==> src/rtl/dbg_cmd_master_if.sv <==
`default_nettype none
// +--------------------------------------------------------------------+
// | dbg_intf : debug bus between dbg_cmd_master and the core's debug   |
// |            module (command/address/data out, done/read-data back). |
// | Rev 1.0                                                            |
// +--------------------------------------------------------------------+
interface dbg_intf;
  logic [7:0]  cmd;
  logic [31:0] addr;
  logic [31:0] data_dbg_dut;
  logic        dut_done;
  logic [31:0] data_dut_dbg;

  modport dbg (
    output cmd,
    output addr,
    output data_dbg_dut,
    input  dut_done,
    input  data_dut_dbg
  );

  modport dut (
    input  cmd,
    input  addr,
    input  data_dbg_dut,
    output dut_done,
    output data_dut_dbg
  );
endinterface
`default_nettype wire

==> src/rtl/dbg_cmd_master.sv <==
`default_nettype none
// +--------------------------------------------------------------------+
// | dbg_cmd_master : one-at-a-time debug command initiator that owns   |
// |                  bus hold, capture, release and timeout handling.  |
// | Rev 1.0                                                            |
// +--------------------------------------------------------------------+
module dbg_cmd_master #(
  parameter int TIMEOUT_CYCLES = 1024
) (
  input  wire         clk,
  input  wire         rstn_i,
  input  wire         req_valid_i,
  output logic        req_ready_o,
  input  wire  [7:0]  req_cmd_i,
  input  wire  [31:0] req_addr_i,
  input  wire  [31:0] req_data_i,
  output logic        rsp_valid_o,
  input  wire         rsp_ready_i,
  output logic [31:0] rsp_data_o,
  output logic        rsp_err_o,
  output logic        busy_o,
  dbg_intf.dbg        dbg_bus
);

  localparam int            c_CNT_W = $clog2(TIMEOUT_CYCLES + 1);
  localparam logic [c_CNT_W-1:0] c_CNT_LAST = c_CNT_W'(TIMEOUT_CYCLES - 1);
  localparam logic [c_CNT_W-1:0] c_CNT_MAX  = {c_CNT_W{1'b1}};

  localparam logic [7:0] c_CMD_NOP    = 8'h00;
  localparam logic [7:0] c_CMD_RD_REG = 8'h03;
  localparam logic [7:0] c_CMD_RD_PC  = 8'h05;
  localparam logic [7:0] c_CMD_LAST   = 8'h06;

  typedef enum logic [1:0] {
    S_IDLE    = 2'd0,
    S_ISSUE   = 2'd1,
    S_RELEASE = 2'd2,
    S_RESP    = 2'd3
  } state_t;

  state_t               r_state;
  logic [c_CNT_W-1:0]   r_cnt;
  logic [7:0]           r_bus_cmd;
  logic [31:0]          r_bus_addr;
  logic [31:0]          r_bus_data;
  logic                 r_req_ready;
  logic                 r_rsp_valid;
  logic [31:0]          r_rsp_data;
  logic                 r_rsp_err;
  logic                 r_busy;

  logic                 w_accept;
  logic                 w_legal;
  logic                 w_is_read;
  logic                 w_cnt_last;
  logic [c_CNT_W-1:0]   w_cnt_inc;

  assign w_accept   = req_valid_i && r_req_ready;
  assign w_legal    = (req_cmd_i != c_CMD_NOP) && (req_cmd_i <= c_CMD_LAST);
  // The bus command register doubles as the latched command while in ISSUE.
  assign w_is_read  = (r_bus_cmd == c_CMD_RD_REG) || (r_bus_cmd == c_CMD_RD_PC);
  assign w_cnt_last = (r_cnt == c_CNT_LAST);
  assign w_cnt_inc  = (r_cnt == c_CNT_MAX) ? r_cnt : r_cnt + 1'b1;

  always_ff @(posedge clk or negedge rstn_i) begin
    if (!rstn_i) begin
      r_state     <= S_IDLE;
      r_cnt       <= '0;
      r_bus_cmd   <= c_CMD_NOP;
      r_bus_addr  <= '0;
      r_bus_data  <= '0;
      r_req_ready <= 1'b0;
      r_rsp_valid <= 1'b0;
      r_rsp_data  <= '0;
      r_rsp_err   <= 1'b0;
      r_busy      <= 1'b0;
    end else begin
      case (r_state)
        S_IDLE: begin
          r_req_ready <= 1'b1;
          if (w_accept) begin
            r_req_ready <= 1'b0;
            r_busy      <= 1'b1;
            r_cnt       <= '0;
            r_rsp_data  <= '0;
            r_rsp_err   <= 1'b0;
            if (w_legal) begin
              r_bus_cmd  <= req_cmd_i;
              r_bus_addr <= req_addr_i;
              r_bus_data <= req_data_i;
              r_state    <= S_ISSUE;
            end else begin
              // Illegal codes never touch the bus.
              r_rsp_err   <= 1'b1;
              r_rsp_valid <= 1'b1;
              r_state     <= S_RESP;
            end
          end
        end

        S_ISSUE: begin
          if (dbg_bus.dut_done) begin
            r_rsp_data <= w_is_read ? dbg_bus.data_dut_dbg : 32'h0;
            r_cnt      <= '0;
            r_bus_cmd  <= c_CMD_NOP;
            r_bus_addr <= '0;
            r_bus_data <= '0;
            r_state    <= S_RELEASE;
          end else if (w_cnt_last) begin
            r_rsp_err  <= 1'b1;
            r_cnt      <= '0;
            r_bus_cmd  <= c_CMD_NOP;
            r_bus_addr <= '0;
            r_bus_data <= '0;
            r_state    <= S_RELEASE;
          end else begin
            r_cnt <= w_cnt_inc;
          end
        end

        // Wait for done to drop so a stale done cannot complete the next command.
        S_RELEASE: begin
          if (!dbg_bus.dut_done) begin
            r_rsp_valid <= 1'b1;
            r_state     <= S_RESP;
          end else if (w_cnt_last) begin
            r_rsp_err   <= 1'b1;
            r_rsp_data  <= '0;
            r_rsp_valid <= 1'b1;
            r_state     <= S_RESP;
          end else begin
            r_cnt <= w_cnt_inc;
          end
        end

        S_RESP: begin
          if (rsp_ready_i) begin
            r_rsp_valid <= 1'b0;
            r_busy      <= 1'b0;
            r_req_ready <= 1'b1;
            r_state     <= S_IDLE;
          end
        end

        default: begin
          r_state     <= S_IDLE;
          r_bus_cmd   <= c_CMD_NOP;
          r_bus_addr  <= '0;
          r_bus_data  <= '0;
          r_rsp_valid <= 1'b0;
          r_busy      <= 1'b0;
          r_req_ready <= 1'b0;
        end
      endcase
    end
  end

  assign req_ready_o          = r_req_ready;
  assign rsp_valid_o          = r_rsp_valid;
  assign rsp_data_o           = r_rsp_data;
  assign rsp_err_o            = r_rsp_err;
  assign busy_o               = r_busy;
  assign dbg_bus.cmd          = r_bus_cmd;
  assign dbg_bus.addr         = r_bus_addr;
  assign dbg_bus.data_dbg_dut = r_bus_data;

endmodule
`default_nettype wire
==> src/flat_wrapper.sv <==
// flat-port wrapper written by rule: the top's interface ports become plain ports
module dbg_cmd_master_flat 
#(
  parameter int TIMEOUT_CYCLES = 1024
)
  (clk, rstn_i, req_valid_i, req_ready_o, req_cmd_i, req_addr_i, req_data_i, rsp_valid_o, rsp_ready_i, rsp_data_o, rsp_err_o, busy_o, dbg_bus_cmd, dbg_bus_addr, dbg_bus_data_dbg_dut, dbg_bus_dut_done, dbg_bus_data_dut_dbg);
  dbg_intf dbg_bus_i ();
  input  wire clk;
  input  wire rstn_i;
  input  wire req_valid_i;
  output logic req_ready_o;
  input  wire  [7:0] req_cmd_i;
  input  wire  [31:0] req_addr_i;
  input  wire  [31:0] req_data_i;
  output logic rsp_valid_o;
  input  wire rsp_ready_i;
  output logic [31:0] rsp_data_o;
  output logic rsp_err_o;
  output logic busy_o;
  output wire logic [$bits(dbg_bus_i.cmd)-1:0] dbg_bus_cmd;
  output wire logic [$bits(dbg_bus_i.addr)-1:0] dbg_bus_addr;
  output wire logic [$bits(dbg_bus_i.data_dbg_dut)-1:0] dbg_bus_data_dbg_dut;
  input wire logic [$bits(dbg_bus_i.dut_done)-1:0] dbg_bus_dut_done;
  input wire logic [$bits(dbg_bus_i.data_dut_dbg)-1:0] dbg_bus_data_dut_dbg;
  assign dbg_bus_cmd = dbg_bus_i.cmd;
  assign dbg_bus_addr = dbg_bus_i.addr;
  assign dbg_bus_data_dbg_dut = dbg_bus_i.data_dbg_dut;
  assign dbg_bus_i.dut_done = dbg_bus_dut_done;
  assign dbg_bus_i.data_dut_dbg = dbg_bus_data_dut_dbg;
  dbg_cmd_master #(.TIMEOUT_CYCLES(TIMEOUT_CYCLES)) u_core (.clk(clk), .rstn_i(rstn_i), .req_valid_i(req_valid_i), .req_ready_o(req_ready_o), .req_cmd_i(req_cmd_i), .req_addr_i(req_addr_i), .req_data_i(req_data_i), .rsp_valid_o(rsp_valid_o), .rsp_ready_i(rsp_ready_i), .rsp_data_o(rsp_data_o), .rsp_err_o(rsp_err_o), .busy_o(busy_o), .dbg_bus(dbg_bus_i));
endmodule
==> config.mk <==
export PLATFORM = sky130hd
export DESIGN_NAME = dbg_cmd_master_flat
export DESIGN_NICKNAME = d
export VERILOG_FILES = /design/src/rtl/dbg_cmd_master_if.sv /design/src/rtl/dbg_cmd_master.sv /design/src/flat_wrapper.sv
export SDC_FILE = /design/constraint.sdc
export NUM_CORES = 1
export LEC_CHECK = 0
export BUFFER_PORTS_ARGS = -buffer_cell sky130_fd_sc_hd__buf_2
export CAP_MARGIN = 25
export CORE_ASPECT_RATIO = 1.1
export CORE_MARGIN = 10
export CORE_UTILIZATION = 45
export DETAILED_ROUTE_END_ITERATION = 6
export PLACE_DENSITY = 0.89
export SYNTH_ARGS = -nofsm -noshare
export SYNTH_HDL_FRONTEND = slang
export SYNTH_SLANG_ARGS = --single-unit
==> constraint.sdc <==
create_clock -name clk -period 3.94 [get_ports clk]
set_input_delay 0.394 -clock clk [delete_from_list [all_inputs] [get_ports clk]]
set_output_delay 0.394 -clock clk [all_outputs]
set_load 0.02 [all_outputs]
Word-level counts from Yosys, hierarchy flattened
Cells that the tools add are included.
- register bits after elaboration: 121
- bits of input ports: 109
- output and inout bits: 108
- logic and storage cells: 97
- $add $sub $neg: 1
- magnitude comparators: 1
- eq/ne operators: 18
- mux-type cells: 50
- reduce and logical (&&, ||, !) cells: 17
- operators by type and width (kind ; count):
    32-bit two-way mux ; 10
    32-bit case mux with 2 select lines ; 2
    32-bit case mux with 3 select lines ; 1
    11-bit two-way mux ; 6
    11-bit case mux with 3 select lines ; 1
    8-bit two-way mux ; 4
    8-bit case mux with 2 select lines ; 1
    4-bit AND reduction ; 4
    2-bit two-way mux ; 7
    1-bit two-way mux ; 13
    2-bit inequality test, second input constant ; 6
    11-bit by 1-bit adder with 11-bit output, second input constant ; 1
    11-bit by 10-bit == test with 1-bit output, second input constant ; 1
    11-bit == test, second input constant ; 1
    5-bit AND reduction ; 2
    8-bit by 2-bit == test with 1-bit output, second input constant ; 1
    8-bit by 3-bit == test with 1-bit output, second input constant ; 1
    8-bit by 3-bit less-or-equal comparator with 1-bit output, second input constant ; 1
    2-bit case mux with 4 select lines ; 1
    8-bit nonzero test ; 1
    2-bit by 1-bit inequality test with 1-bit output, second input constant ; 3
    3-bit by 2-bit inequality test with 1-bit output, second input constant ; 2
    1-bit case mux with 3 select lines ; 2
    3-bit nonzero test ; 2
    other kinds (9) ; 13

Depth between registers and ports, before layout
Gate-level depths: netlist of run 1.
- depth in word-level cells: 5
- depth in mapped cells: 9
- mapped depth without buffers: 7

Worst setup path after synthesis of run 1
Ideal clock, no wire load.
- kind: register -> register
- from: register u_core.r_state[0]
- to: register u_core.r_cnt[3]
- library setup time: 82 ps
- arrival time: 1997 ps
- required time: 3858 ps
- slack: 1861 ps
- stages on the path, launching flop included: 9
- path buffers: 1
- clock period less this slack: 2079 ps
- cell sequence: dfrtp_1 -> inv_1 -> ha_1 -> clkbuf_1 -> nor2b_1 -> or3_1 -> a211oi_1 -> a41oi_1 -> a31oi_1
- word-level cells in the longest chain between the ends: 3
- elaborated cells between the ends (all ways): 9
- classes of those cells: eq/ne (5); mux (1); reduce/logical (3)
- ends and longest elaborated chain (what ; line ; text):
    start, declared ; dbg_cmd_master.sv:41 ; state_t r_state;
    start signal, assigned ; dbg_cmd_master.sv:67 ; r_state <= S_IDLE;
    start signal, assigned ; dbg_cmd_master.sv:91 ; r_state <= S_ISSUE;
    start signal, assigned ; dbg_cmd_master.sv:96 ; r_state <= S_RESP;
    2-bit == test (tied with other cells) ; dbg_cmd_master.sv:78 ; case (r_state)
    2-bit inequality test (no source line) (tied with other cells) ; -- ;
    4-bit AND reduction (no source line) ; -- ;
    end signal, assigned ; dbg_cmd_master.sv:117 ; r_cnt <= w_cnt_inc;
    end signal, assigned ; dbg_cmd_master.sv:132 ; r_cnt <= w_cnt_inc;
    end, declared ; dbg_cmd_master.sv:42 ; logic [c_CNT_W-1:0] r_cnt;
Several ways; a longest one is shown, not always the timed one.
A chain may end at the register's enable or synchronous reset.

Worst setup path after layout of run 1
- from: register u_core.r_state[0]
- to: register u_core.r_cnt[0]
Same word-level chain as after synthesis.

==> results.py, run 1 <==
metrics = {
    "critical_path": {
        "timing.reg2reg.worst_path_depth": 7,
        "critPathRequiredTime_ns": 4.22,
        "worst_r2r_endpoint": "u_core.r_cnt[0]",
        "worst_ep_arrival_time_ns": 2.88,
        "critical_path_class": "flip-flop to flip-flop",
        "critical_path_maximum_fanout": 15,
        "start_kind": "flip-flop",
        "r2r_setup_slack_ns": 1.34,
        "crit-reg2reg-launch": "u_core.r_state[0]",
        "critical_path.endpoint_type": "flip-flop",
    },
    "logic_synthesis": {
        "postSynthNetCount": 545,
        "synth_cell_type_count": 46,
        "synth_area_per_cell_um2": 11.4,
        "syn_inst": 430,
        "ys_warn_count": 0,
        "synth_seq_area_share_pct": 61.9,
        "yosys.area_share.adder_pct": 1.53,
        "synth-main-ff-cell": "sky130_fd_sc_hd__dfrtp_1",
        "mappedNetlistArea_um2": 4890,
        "synth_compound_gate_area_share_pct": 21.7,
        "post_synth_xor_area_fraction_pct": 0.179,
        "synth_simple_gate_area_share_pct": 11.2,
        "combinational_family_with_the_most_area_after_synthesis": "compound AO/OA/AOI/OAI gates",
        "number_of_enable_type_register_cells_in_the_synthesized_netlist": 0,
        "synth.mux.area_fraction_pct": 0.640,
        "synth-seq-cells": 121,
        "ys_async_sr_fraction_pct": 100,
    },
    "clock_tree": {
        "insertion_delay_ns": 0.41,
        "post_cts_hold_buffer_count": 0,
        "cts.repair.resized": 0,
        "cts-root-to-sink-buffers": 2,
        "tritoncts": "yes",
        "tritoncts.num_buffers": 17,
        "cts_root_buf": "sky130_fd_sc_hd__clkbuf_16",
        "tritoncts_num_sinks": 121,
        "cts-htree-levels": 4,
        "cts.repair_timing.setup_buffer_count": 0,
        "clock_pin_slew_on_the_worst_setup_and_hold_paths_ns": 0.05,
    },
    "routing": {
        "avgViaCountPerCell": 5.36,
        "wire_per_inst_um": 18.2,
        "wl_um": 14600,
        "ant_nets": 0,
        "drc_errors": 0,
        "wirelength_met1_um": 5810,
        "vias": 4291,
        "route.met2.wl_um": 7050,
        "highest-signal-layer": "met4",
        "detail_route.iter0.violations": 330,
        "detail_route.first_pass.iterations": 5,
        "met3_wirelength_um": 1490,
    },
    "pwr": {
        "power_per_cell_area_nw_per_um2": 593,
        "leakagePower_nw": 3.60,
        "vdd.ir_drop.worst_mv": 0.303,
    },
    "global_route": {
        "grt_first_pass_wirelength_um": 23000,
        "global_route.usage.total_pct": 18.5,
        "largest_net_degree_at_the_start_of_global_routing": 73,
        "vias_in_the_first_global_route": 4478,
        "antenna_found_initial": 0,
        "globalRoute.totalOverflow": 0,
    },
    "layout": {
        "fin_area_um2": 6800,
        "area_growth_pct": 39.0,
        "fill_cells": 805,
        "register_area_um2": 3030,
        "layout-drive-gt1-share_pct": 40.0,
        "num_antenna_cells": 0,
        "multi_input_area_um2": 1750,
        "layout.nets": 760,
    },
    "die": {
        "floorplan.io_pins": 217,
        "die_area_um2": 15400,
        "placement_rows": 39,
        "core_region_area_um2": 10500,
        "initial_utilization_pct": 46.6,
        "die_width_um": 119,
        "y_dimension_of_the_die_um": 129,
    },
    "timing": {
        "timing.final.crit_share_pct": 65.9,
        "setup_viol_count_final": 0,
        "tightestPinTransition_ns": 0.755,
        "final_count_of_hold_timing_violations": 0,
        "slew_headroom_pct": 49.7,
        "timing.setup.tns_ns": 0,
        "min_period_ns": 2.60,
        "slew_viol_final": 0,
        "finalClockSkew_ns": 0.0100,
        "unrepaired_setup_endpoints_after_global_routing": "no",
        "highest_clock_rate_mhz": 385,
    },
    "placement": {
        "post_place_instance_area_um2": 6120,
        "portBuffers": 216,
        "dp_hpwl_um": 10600,
        "gp_congestion": 0.869,
    },
    "hold_path": {
        "hold_path_class": "primary input to async pin",
    },
    "flow_run": {
        "drv.max_cap_violation_count": 0,
    },
    "status": {
        "run_status": "finished, final reports clean",
    },
}
state kept, by name (all words and copies together), names as in the netlist:
signal / flops
u_core.req_ready_o: 1
u_core.busy_o: 1
u_core.rsp_data_o: 32
u_core.dbg_bus.cmd: 8
u_core.r_cnt: 11
u_core.rsp_err_o: 1
u_core.dbg_bus.addr: 32
u_core.dbg_bus.data_dbg_dut: 32
u_core.r_state: 2
u_core.rsp_valid_o: 1
cell usage in the layout, fill, tap and decap left out, drive strengths merged, types with 3 or more instances in the layout:
cell / netlist / layout
buf: 12 / 222
dfrtp: 121 / 121
nand2: 77 / 77
a22o: 68 / 68
o21ai: 43 / 43
clkbuf: 14 / 22
a21oi: 16 / 16
inv: 8 / 8
nor2: 8 / 8
nor3: 7 / 7
ha: 6 / 6
and2: 5 / 5
bufinv: 0 / 5
a31oi: 5 / 5
nand3: 4 / 4
nand4: 4 / 4
or3: 3 / 3
nor2b: 3 / 3
nor4: 3 / 3
clkinv: 0 / 3
worst max path at each step:
stage | start | end | slack (ns) | cells past startpoint
2_1_floorplan | u_core.r_state[0] | u_core.r_cnt[3] | 1.86 | 8
3_3_place_gp | u_core.r_state[0] | u_core.r_cnt[0] | 1.55 | 7
3_5_place_dp | u_core.r_state[0] | u_core.r_cnt[0] | 1.42 | 7
4_1_cts | u_core.r_state[0] | u_core.r_cnt[0] | 1.40 | 7
5_1_grt | u_core.r_state[0] | u_core.rsp_data_o[2] | 1.13 | 8
6_report | u_core.r_state[0] | u_core.r_cnt[0] | 1.34 | 7
layout make-up:
class	instances	share of cell area (%)
clock buffers	22	7.27
clock inverters	10	2.76
inverters	8	0.442
multi-input cells	275	25.8
flip-flops and latches	121	44.5
well taps	143	2.63
repair buffers	222	16.6
layer usage:
metal,global-route usage (%),up-vias
li1,-,1988
met4,8.10,0
met5,0,-
met1,21.0,2074
met3,8.47,13
met2,29.8,216
metrics by stage:
step           worst slack [ns]  hold slack [ns]  power [mW]  utilization, %  instances
2_1_floorplan              1.86           0.0984        2.02               -        430
3_3_place_gp               1.55            0.462        2.23            58.3        769
3_5_place_dp               1.42            0.470        2.28            58.3        769
4_1_cts                    1.40           0.0854        4.05            64.8        801
5_1_grt                    1.13            0.109        4.23            64.8        801
6_report                   1.34           0.0561        4.03            64.8        801
logic make-up (layout without fill, tap and decap cells):
kind of cell,count (synthesis),after routing
adder cells (fa/ha/maj),6,6
AO/OA/AOI/OAI,147,147
XOR/XNOR,1,1
multiplexers,3,3
AND/OR/NAND/NOR,118,118
flip-flops,121,121
buffers and inverters,34,262
worst max-delay path: stages (launching register included):
cell	delay [ns]
sky130_fd_sc_hd__dfrtp_1	0.40
sky130_fd_sc_hd__inv_1	0.10
sky130_fd_sc_hd__ha_1	0.28
sky130_fd_sc_hd__a21boi_1	0.22
sky130_fd_sc_hd__or3_1	0.44
sky130_fd_sc_hd__a21oi_2	0.47
sky130_fd_sc_hd__o21ai_0	0.25
sky130_fd_sc_hd__mux2_2	0.31
where the power goes:
group / switching (mW) / internal [mW] / total, mW
Sequential: 0.0496 / 1.30 / 1.35
Combinational: 0.663 / 0.269 / 0.932
Clock: 0.543 / 1.21 / 1.75
synth_stat cells, types with 2 or more instances:
cell / count / area share (%)
sky130_fd_sc_hd__mux2i_1: 2 / 0.41
sky130_fd_sc_hd__ha_1: 6 / 1.5
sky130_fd_sc_hd__and2_1: 5 / 0.64
sky130_fd_sc_hd__nor2b_1: 3 / 0.38
sky130_fd_sc_hd__o21ai_1: 34 / 3.5
sky130_fd_sc_hd__nor3_1: 6 / 0.61
sky130_fd_sc_hd__nand4_1: 3 / 0.38
sky130_fd_sc_hd__dfrtp_1: 121 / 62
sky130_fd_sc_hd__o21ai_0: 9 / 0.92
sky130_fd_sc_hd__nand2_1: 77 / 5.9
sky130_fd_sc_hd__a22o_1: 68 / 12
sky130_fd_sc_hd__or3_1: 3 / 0.38
sky130_fd_sc_hd__nor2_1: 8 / 0.61
sky130_fd_sc_hd__a21o_1: 2 / 0.31
sky130_fd_sc_hd__clkbuf_1: 14 / 1.1
sky130_fd_sc_hd__inv_1: 8 / 0.61
sky130_fd_sc_hd__buf_2: 12 / 1.2
sky130_fd_sc_hd__a21oi_1: 15 / 1.5
sky130_fd_sc_hd__nand3_1: 4 / 0.41
sky130_fd_sc_hd__a31oi_1: 4 / 0.51
(Power assumes the default switching activity.)
==> inputs of run 2 (changes only) <==
--- a/config.mk
+++ b/config.mk
@@ -5,13 +5,14 @@
 export SDC_FILE = /design/constraint.sdc
 export NUM_CORES = 1
 export LEC_CHECK = 0
+export ABC_AREA = 1
 export BUFFER_PORTS_ARGS = -buffer_cell sky130_fd_sc_hd__buf_2
 export CAP_MARGIN = 25
 export CORE_ASPECT_RATIO = 1.1
 export CORE_MARGIN = 10
 export CORE_UTILIZATION = 45
 export DETAILED_ROUTE_END_ITERATION = 6
-export PLACE_DENSITY = 0.89
+export PLACE_DENSITY = 0.87
 export SYNTH_ARGS = -nofsm -noshare
 export SYNTH_HDL_FRONTEND = slang
 export SYNTH_SLANG_ARGS = --single-unit
==> constraint.sdc (replaced) <==
create_clock -name clk -period 2.51 [get_ports clk]
set_input_delay 0.251 -clock clk [delete_from_list [all_inputs] [get_ports clk]]
set_output_delay 0.251 -clock clk [all_outputs]
set_load 0.02 [all_outputs]
==> run 2 against run 1 <==
  * Wire length up 4.9%
  * Synthesized cell count grew 50%
  * First-iteration DRC count is 24% lower
  * Register-to-register slack worse by 0.97 ns
  * Critical endpoint is now u_core.dbg_bus.data_dbg_dut[0]
  * Largest power group is now combinational logic
==> results.py, run 2 <==
metrics = {
    "logic_synthesis": {
        "synth_seq_area_share_pct": 54.9,
        "synthTopCellsByArea": "sky130_fd_sc_hd__dfrtp_1, sky130_fd_sc_hd__nand2_1, sky130_fd_sc_hd__o21ai_0",
        "postSynthNetCount": 758,
        "ys_async_sr_fraction_pct": 100,
        "yosysTopAreaCellShare_pct": 54.9,
        "synth_area_per_cell_um2": 8.58,
        "synth-main-ff-cell": "sky130_fd_sc_hd__dfrtp_1",
        "mappedNetlistArea_um2": 5520,
        "number_of_enable_type_register_cells_in_the_synthesized_netlist": 0,
        "ys_warn_count": 0,
        "synth_cell_type_count": 29,
        "yosys.cell_count.top_type": "sky130_fd_sc_hd__nand2_1",
        "synth_largest_area_cell": "sky130_fd_sc_hd__dfrtp_1",
        "synth-seq-cells": 121,
        "synth_top_cells_by_count": "sky130_fd_sc_hd__nand2_1, sky130_fd_sc_hd__dfrtp_1, sky130_fd_sc_hd__o21ai_0, sky130_fd_sc_hd__inv_1, sky130_fd_sc_hd__nand3_1",
        "syn_inst": 643,
    },
    "timing": {
        "timing.setup.tns_ns": 0,
        "timing.final.crit_share_pct": 85.3,
        "unrepaired_setup_endpoints_after_global_routing": "no",
        "highest_clock_rate_mhz": 467,
        "min_period_ns": 2.14,
        "holdWs_ns": 0.0808,
        "slew_headroom_pct": 53.3,
        "tightestPinTransition_ns": 0.700,
        "final_count_of_hold_timing_violations": 0,
        "slew_viol_final": 0,
        "finalClockSkew_ns": 0.00937,
        "setup_viol_count_final": 0,
    },
    "routing": {
        "detail_route.first_pass.iterations": 5,
        "ant_nets": 0,
        "vias": 4925,
        "wire_per_inst_um": 15.0,
        "wl_um": 15300,
        "detail_route.iter0.violations": 252,
        "avgViaCountPerCell": 4.82,
        "drc_errors": 0,
    },
    "global_route": {
        "vias_in_the_first_global_route": 5077,
        "largest_net_degree_at_the_start_of_global_routing": 69,
        "globalRoute.totalOverflow": 0,
        "global_route.usage.total_pct": 17.6,
        "grt_first_pass_wirelength_um": 24600,
        "antenna_found_initial": 1,
    },
    "placement": {
        "dp.cells": 988,
        "gp_congestion": 0.845,
        "portBuffers": 216,
        "post_place_instance_area_um2": 6730,
        "dp_hpwl_um": 11300,
    },
    "clock_tree": {
        "tritoncts_num_sinks": 121,
        "cts.repair_timing.setup_buffer_count": 0,
        "tritoncts": "yes",
        "cts-htree-levels": 4,
        "cts_root_buf": "sky130_fd_sc_hd__clkbuf_16",
        "insertion_delay_ns": 0.41,
        "clock_pin_slew_on_the_worst_setup_and_hold_paths_ns": 0.06,
        "cts.repair.resized": 0,
        "post_cts_hold_buffer_count": 1,
        "cts-root-to-sink-buffers": 2,
        "tritoncts.num_buffers": 17,
    },
    "die": {
        "floorplan.io_pins": 217,
        "initial_utilization_pct": 45.9,
        "placement_rows": 42,
        "die_area_um2": 17100,
        "die_width_um": 126,
        "y_dimension_of_the_die_um": 136,
        "core_region_area_um2": 12000,
    },
    "pwr": {
        "p_sw_share_pct": 42.9,
        "pwr-share-comb_pct": 43.2,
        "power_per_cell_area_nw_per_um2": 1340,
        "p_int_mw": 5.66,
        "power.share.clock_pct": 26.7,
        "vdd.ir_drop.worst_mv": 0.809,
        "seq_power_share_pct": 30.2,
        "net_switching_power_figure_mw": 4.25,
        "leakagePower_nw": 4.07,
    },
    "layout": {
        "layout.nets": 969,
        "top_library_cells_by_usage_in_the_layout_fill_and_taps_aside": "sky130_fd_sc_hd__buf_2, sky130_fd_sc_hd__nand2_1, sky130_fd_sc_hd__dfrtp_1",
        "multi_input_area_um2": 2050,
        "area_growth_pct": 33.9,
        "post_layout_nonfiller_instances": 1022,
        "fill_cells": 1018,
        "register_area_um2": 3030,
        "fin_area_um2": 7390,
        "layout.cells.most_common": "sky130_fd_sc_hd__buf_2",
        "layout-drive-gt1-share_pct": 34.9,
        "final_core_utilization_pct": 61.4,
    },
    "critical_path": {
        "cp-startpoint": "u_core.r_state[1]",
        "timing.reg2reg.worst_path_depth": 9,
        "crit-reg2reg-launch": "u_core.r_state[1]",
        "crit_path_top_delay_cell": "sky130_fd_sc_hd__dfrtp_1",
        "start_kind": "flip-flop",
        "slowest_delay_ns": 0.42,
        "timing.critical_path.cells": "inv_1 -> ha_1 -> inv_2 -> nor2_2 -> nand2_1 -> nand3_4 -> buf_12 -> nand2_1 -> o21ai_0",
        "worst_ep_arrival_time_ns": 2.46,
        "critPathRequiredTime_ns": 2.83,
        "critical_path_class": "flip-flop to flip-flop",
        "critPathTopFamily": "simple AND/OR/NAND/NOR gates",
        "r2r_setup_slack_ns": 0.37,
        "critical_path.endpoint_type": "flip-flop",
        "crit_path_frequent_cell": "sky130_fd_sc_hd__nand2_1",
        "worst_r2r_endpoint": "u_core.dbg_bus.data_dbg_dut[0]",
        "critical_path_maximum_fanout": 43,
        "worst-path-buf-inv": 3,
    },
    "hold_path": {
        "min_path_cells": 3,
        "hold_end": "u_core.rsp_data_o[9]",
        "hold_start": "dbg_bus_data_dut_dbg[9]",
        "hold_path_class": "primary input to flip-flop",
    },
    "flow_run": {
        "drv.max_cap_violation_count": 0,
    },
    "status": {
        "run_status": "finished, final reports clean",
    },
}
==> run 2: changes by cell type after synthesis, moves of 6 or more <==
cell,previous run,this run
sky130_fd_sc_hd__o21ai_1,34,3
sky130_fd_sc_hd__buf_6,0,6
sky130_fd_sc_hd__a21oi_1,15,2
sky130_fd_sc_hd__nand3_1,4,50
sky130_fd_sc_hd__nor2_1,8,17
sky130_fd_sc_hd__o21ai_2,0,28
sky130_fd_sc_hd__inv_1,8,64
sky130_fd_sc_hd__a22o_1,68,0
sky130_fd_sc_hd__o21ai_0,9,83
sky130_fd_sc_hd__nand2_1,77,203
==> run 2: layout make-up <==
class                   instances  share of cell area [%]
flip-flops and latches        121                    41.0
multi-input cells             419                    27.7
repair buffers                227                    16.5
clock buffers                  19                    6.13
inverters                      68                    3.45
well taps                     154                    2.61
clock inverters                13                    2.59
diodes                          1                  0.0339
==> run 2: per-stage QoR <==
step | setup slack, ns | total power, mW
after floorplan | 0.596 | 6.01
after global placement | 0.465 | 7.21
after detailed placement | 0.397 | 7.35
after CTS | 0.339 | 10.0
after global routing | 0.0968 | 10.7
final | 0.368 | 9.91
==> run 2: tightest hold or removal path, stage by stage <==
cell and delay (ns):
sky130_fd_sc_hd__buf_2 0.07, sky130_fd_sc_hd__nand3_1 0.07, sky130_fd_sc_hd__o21ai_2 0.06
==> run 2: worst max path at each step <==
stage                                           endpoint  cells after the start
after CTS                 u_core.dbg_bus.data_dbg_dut[0]                      9
final                     u_core.dbg_bus.data_dbg_dut[0]                      9
after detailed placement         u_core.dbg_bus.addr[29]                      8
after global placement           u_core.dbg_bus.addr[25]                      8
after floorplan                    u_core.rsp_data_o[14]                     10
after global routing      u_core.dbg_bus.data_dbg_dut[0]                      9
==> run 2: power by group through the flow <==
stage	Sequential (mW)	Clock [mW]	Combinational, mW
after global placement	2.99	0	4.22
after CTS	2.99	2.68	4.35
final	2.99	2.64	4.28
after detailed placement	3.00	0	4.35
after floorplan	3.67	0	2.34
after global routing	3.07	2.80	4.80
==> run 2: logic make-up after synthesis <==
logic type | after synthesis | synth area share [%]
compound gates | 119 | 12.8
xor+xnor | 1 | 0.159
fa+ha+maj | 6 | 1.36
buf+inv | 103 | 8.27
flops | 121 | 54.9
mux | 1 | 0.204
simple gates | 292 | 22.3
==> run 2: layer usage <==
| metal | track usage (%) | share of wire (%) | up-vias |
|---|---|---|---|
| li1 | - | - | 2469 |
| met4 | 7.94 | 1.9 | 0 |
| met3 | 7.75 | 9.7 | 21 |
| met2 | 27.4 | 47 | 186 |
| met5 | 0 | 0 | - |
| met1 | 20.8 | 41 | 2249 |
==> inputs of run 3 (changes only) <==
==> constraint.sdc (replaced) <==
create_clock -name clk -period 2.43 [get_ports clk]
set_input_delay 0.1215 -clock clk [delete_from_list [all_inputs] [get_ports clk]]
set_output_delay 0.1215 -clock clk [all_outputs]
set_load 0.02 [all_outputs]
==> run 3 against run 2 <==
  * Fmax is 3.3% lower
  * First-iteration DRC count up 65%
  * Wire length increased by 19%
  * Register-to-register slack lost 0.15 ns
  * Die area is the same
  * Sequential power rose by 4%
  * Global-route usage grew 3.3 points
  * Setup slack worse by 0.15 ns
  * Non-clock buffer count is 88 higher
  * Combinational power is 7.5% higher
  * Core utilization rose by 7.0 points
  * Final area grew 11%
  * Highest routed layer unchanged
==> results.py, run 3 (same netlist as run 2, synthesis figures left out) <==
metrics = {
    "clock_tree": {
        "tritoncts_num_sinks": 121,
        "cts-htree-levels": 4,
        "cts.repair_timing.setup_buffer_count": 0,
        "clock_pin_slew_on_the_worst_setup_and_hold_paths_ns": 0.06,
        "cts-root-to-sink-buffers": 2,
        "cts_root_buf": "sky130_fd_sc_hd__clkbuf_16",
        "tritoncts.num_buffers": 17,
        "insertion_delay_ns": 0.41,
        "tritoncts": "yes",
    },
    "flow_run": {
        "drv.max_cap_violation_count": 0,
    },
    "global_route": {
        "antenna_found_initial": 0,
        "globalRoute.totalOverflow": 0,
        "vias_in_the_first_global_route": 5636,
        "global_route.usage.total_pct": 21.0,
        "largest_net_degree_at_the_start_of_global_routing": 100,
        "grt_first_pass_wirelength_um": 29200,
    },
    "critical_path": {
        "start_kind": "flip-flop",
        "crit_path_frequent_cell": "sky130_fd_sc_hd__nand2_1",
        "critical_path_maximum_fanout": 99,
        "critical_path_cell_count": 9,
        "timing.reg2reg.worst_path_depth": 9,
        "worst_r2r_endpoint": "u_core.dbg_bus.data_dbg_dut[10]",
        "worst_ep_arrival_time_ns": 2.52,
        "crit_path_top_delay_cell": "sky130_fd_sc_hd__dfrtp_1",
        "crit-reg2reg-launch": "u_core.r_state[1]",
        "critical_path.endpoint_type": "flip-flop",
        "critPathRequiredTime_ns": 2.74,
        "critical_path_class": "flip-flop to flip-flop",
        "worst-path-buf-inv": 3,
        "timing.critical_path.cells": "inv_1 -> ha_1 -> inv_2 -> nor2_2 -> nand2_1 -> nand3_4 -> buf_12 -> nand2_1 -> o21ai_0",
        "r2r_setup_slack_ns": 0.21,
        "critPathTopFamily": "simple AND/OR/NAND/NOR gates",
        "slowest_delay_ns": 0.42,
    },
    "pwr": {
        "leakagePower_nw": 4.42,
        "power_per_cell_area_nw_per_um2": 1260,
        "seq_power_share_pct": 30.2,
        "p_int_mw": 5.78,
        "vdd.ir_drop.worst_mv": 1.01,
        "pwr-share-comb_pct": 44.4,
        "net_switching_power_figure_mw": 4.56,
        "p_sw_share_pct": 44.1,
        "power.share.clock_pct": 25.4,
    },
    "layout": {
        "layout.cells.most_common": "sky130_fd_sc_hd__buf_2",
        "area_growth_pct": 49.2,
        "num_antenna_cells": 0,
        "layout.nets": 1057,
        "layout-drive-gt1-share_pct": 31.4,
        "post_layout_nonfiller_instances": 1109,
        "top_library_cells_by_usage_in_the_layout_fill_and_taps_aside": "sky130_fd_sc_hd__buf_2, sky130_fd_sc_hd__nand2_1, sky130_fd_sc_hd__dfrtp_1",
    },
    "routing": {
        "wl_um": 18100,
        "ant_nets": 0,
        "detail_route.first_pass.iterations": 5,
        "vias": 5472,
        "drc_errors": 0,
        "avgViaCountPerCell": 4.93,
        "detail_route.iter0.violations": 417,
        "wire_per_inst_um": 16.3,
    },
    "hold_path": {
        "hold_end": "u_core.dbg_bus.addr[19]",
        "hold_path_class": "primary input to flip-flop",
        "hold_start": "req_addr_i[19]",
        "min_path_cells": 3,
    },
    "die": {
        "core_region_area_um2": 12000,
        "y_dimension_of_the_die_um": 136,
        "initial_utilization_pct": 45.9,
        "floorplan.io_pins": 217,
        "die_width_um": 126,
        "die_area_um2": 17100,
        "placement_rows": 42,
    },
    "timing": {
        "timing.final.crit_share_pct": 91.2,
        "min_period_ns": 2.22,
        "setup_viol_count_final": 0,
        "finalClockSkew_ns": 0.00854,
        "timing.setup.tns_ns": 0,
        "final_count_of_hold_timing_violations": 0,
        "unrepaired_setup_endpoints_after_global_routing": "no",
        "slew_viol_final": 0,
        "slew_headroom_pct": 52.4,
        "highest_clock_rate_mhz": 451,
        "tightestPinTransition_ns": 0.714,
    },
    "placement": {
        "portBuffers": 216,
        "gp_congestion": 0.852,
        "dp.cells": 986,
        "dp_hpwl_um": 11200,
    },
    "status": {
        "run_status": "finished, final reports clean",
    },
}
## run 3: cell types whose count changed in the layout (fill, tap and decap cells not counted), sizes merged
cell / change
diode: -1
inv: +1
clkbuf: +1
dlygate4sd3: +90
clkinv: -2
buf: -2
bufinv: -1
clkinvlp: +1
## run 3: power by group through the flow
stage / Sequential, mW / Clock (mW) / Combinational (mW)
after CTS: 3.09 / 2.65 / 4.54
after detailed placement: 3.09 / 0 / 4.43
after global placement: 3.09 / 0 / 4.28
after global routing: 3.19 / 2.76 / 5.11
final: 3.12 / 2.62 / 4.60
after floorplan: 3.79 / 0 / 2.42
## run 3: timing repair
| item | in CTS | in global routing |
|---|---|---|
| resized for setup | 0 | 0 |
| endpoints found under the hold margin | 127 | 0 |
| hold buffers | 91 | 0 |
## run 3: area by class of cell
class,instances,area [um^2]
Clock buffer,20,457
Clock inverter,12,164
Sequential cell,121,3030
Multi-Input combinational cell,419,2050
Fill cell,835,3800
Tap cell,154,193
Inverter,68,255
Timing Repair Buffer,315,2090
## run 3: worst max-delay path by stage
stage | start | to | slack (ns)
global route | u_core.r_state[1] | u_core.dbg_bus.data_dbg_dut[10] | 0.05
floorplan | u_core.r_state[0] | u_core.rsp_data_o[14] | 0.52
finish | u_core.r_state[1] | u_core.dbg_bus.data_dbg_dut[10] | 0.21
global placement | u_core.r_state[0] | u_core.rsp_data_o[9] | 0.45
CTS | u_core.r_state[1] | u_core.dbg_bus.addr[5] | 0.29
detailed placement | u_core.r_state[0] | u_core.rsp_data_o[8] | 0.33
## run 3: metal layers
layer	routed length [um]	up-vias	track usage (%)
met5	0	-	0
met4	349	0	6.98
met3	1850	35	9.04
met2	8830	251	34.3
met1	7090	2539	24.3
li1	-	2647	-
## run 3: stage by stage
step | area, um^2 | power [mW] | hold slack, ns | worst slack (ns) | utilization (%)
finish | 8240 | 10.3 | 0.00547 | 0.215 | 68.4
global route | 8240 | 11.1 | 0.00809 | 0.0515 | 68.4
CTS | 8240 | 10.3 | 0.00434 | 0.293 | 68.4
detailed placement | 6700 | 7.52 | 0.134 | 0.329 | 55.7
global placement | 6700 | 7.37 | 0.136 | 0.452 | 55.7
floorplan | 5520 | 6.21 | -0.174 | 0.516 | -
## run 3: tightest hold or removal path, cell delays in order
cell                      delay [ns]
sky130_fd_sc_hd__buf_2          0.09
sky130_fd_sc_hd__nand2_1        0.05
sky130_fd_sc_hd__o21ai_0        0.09
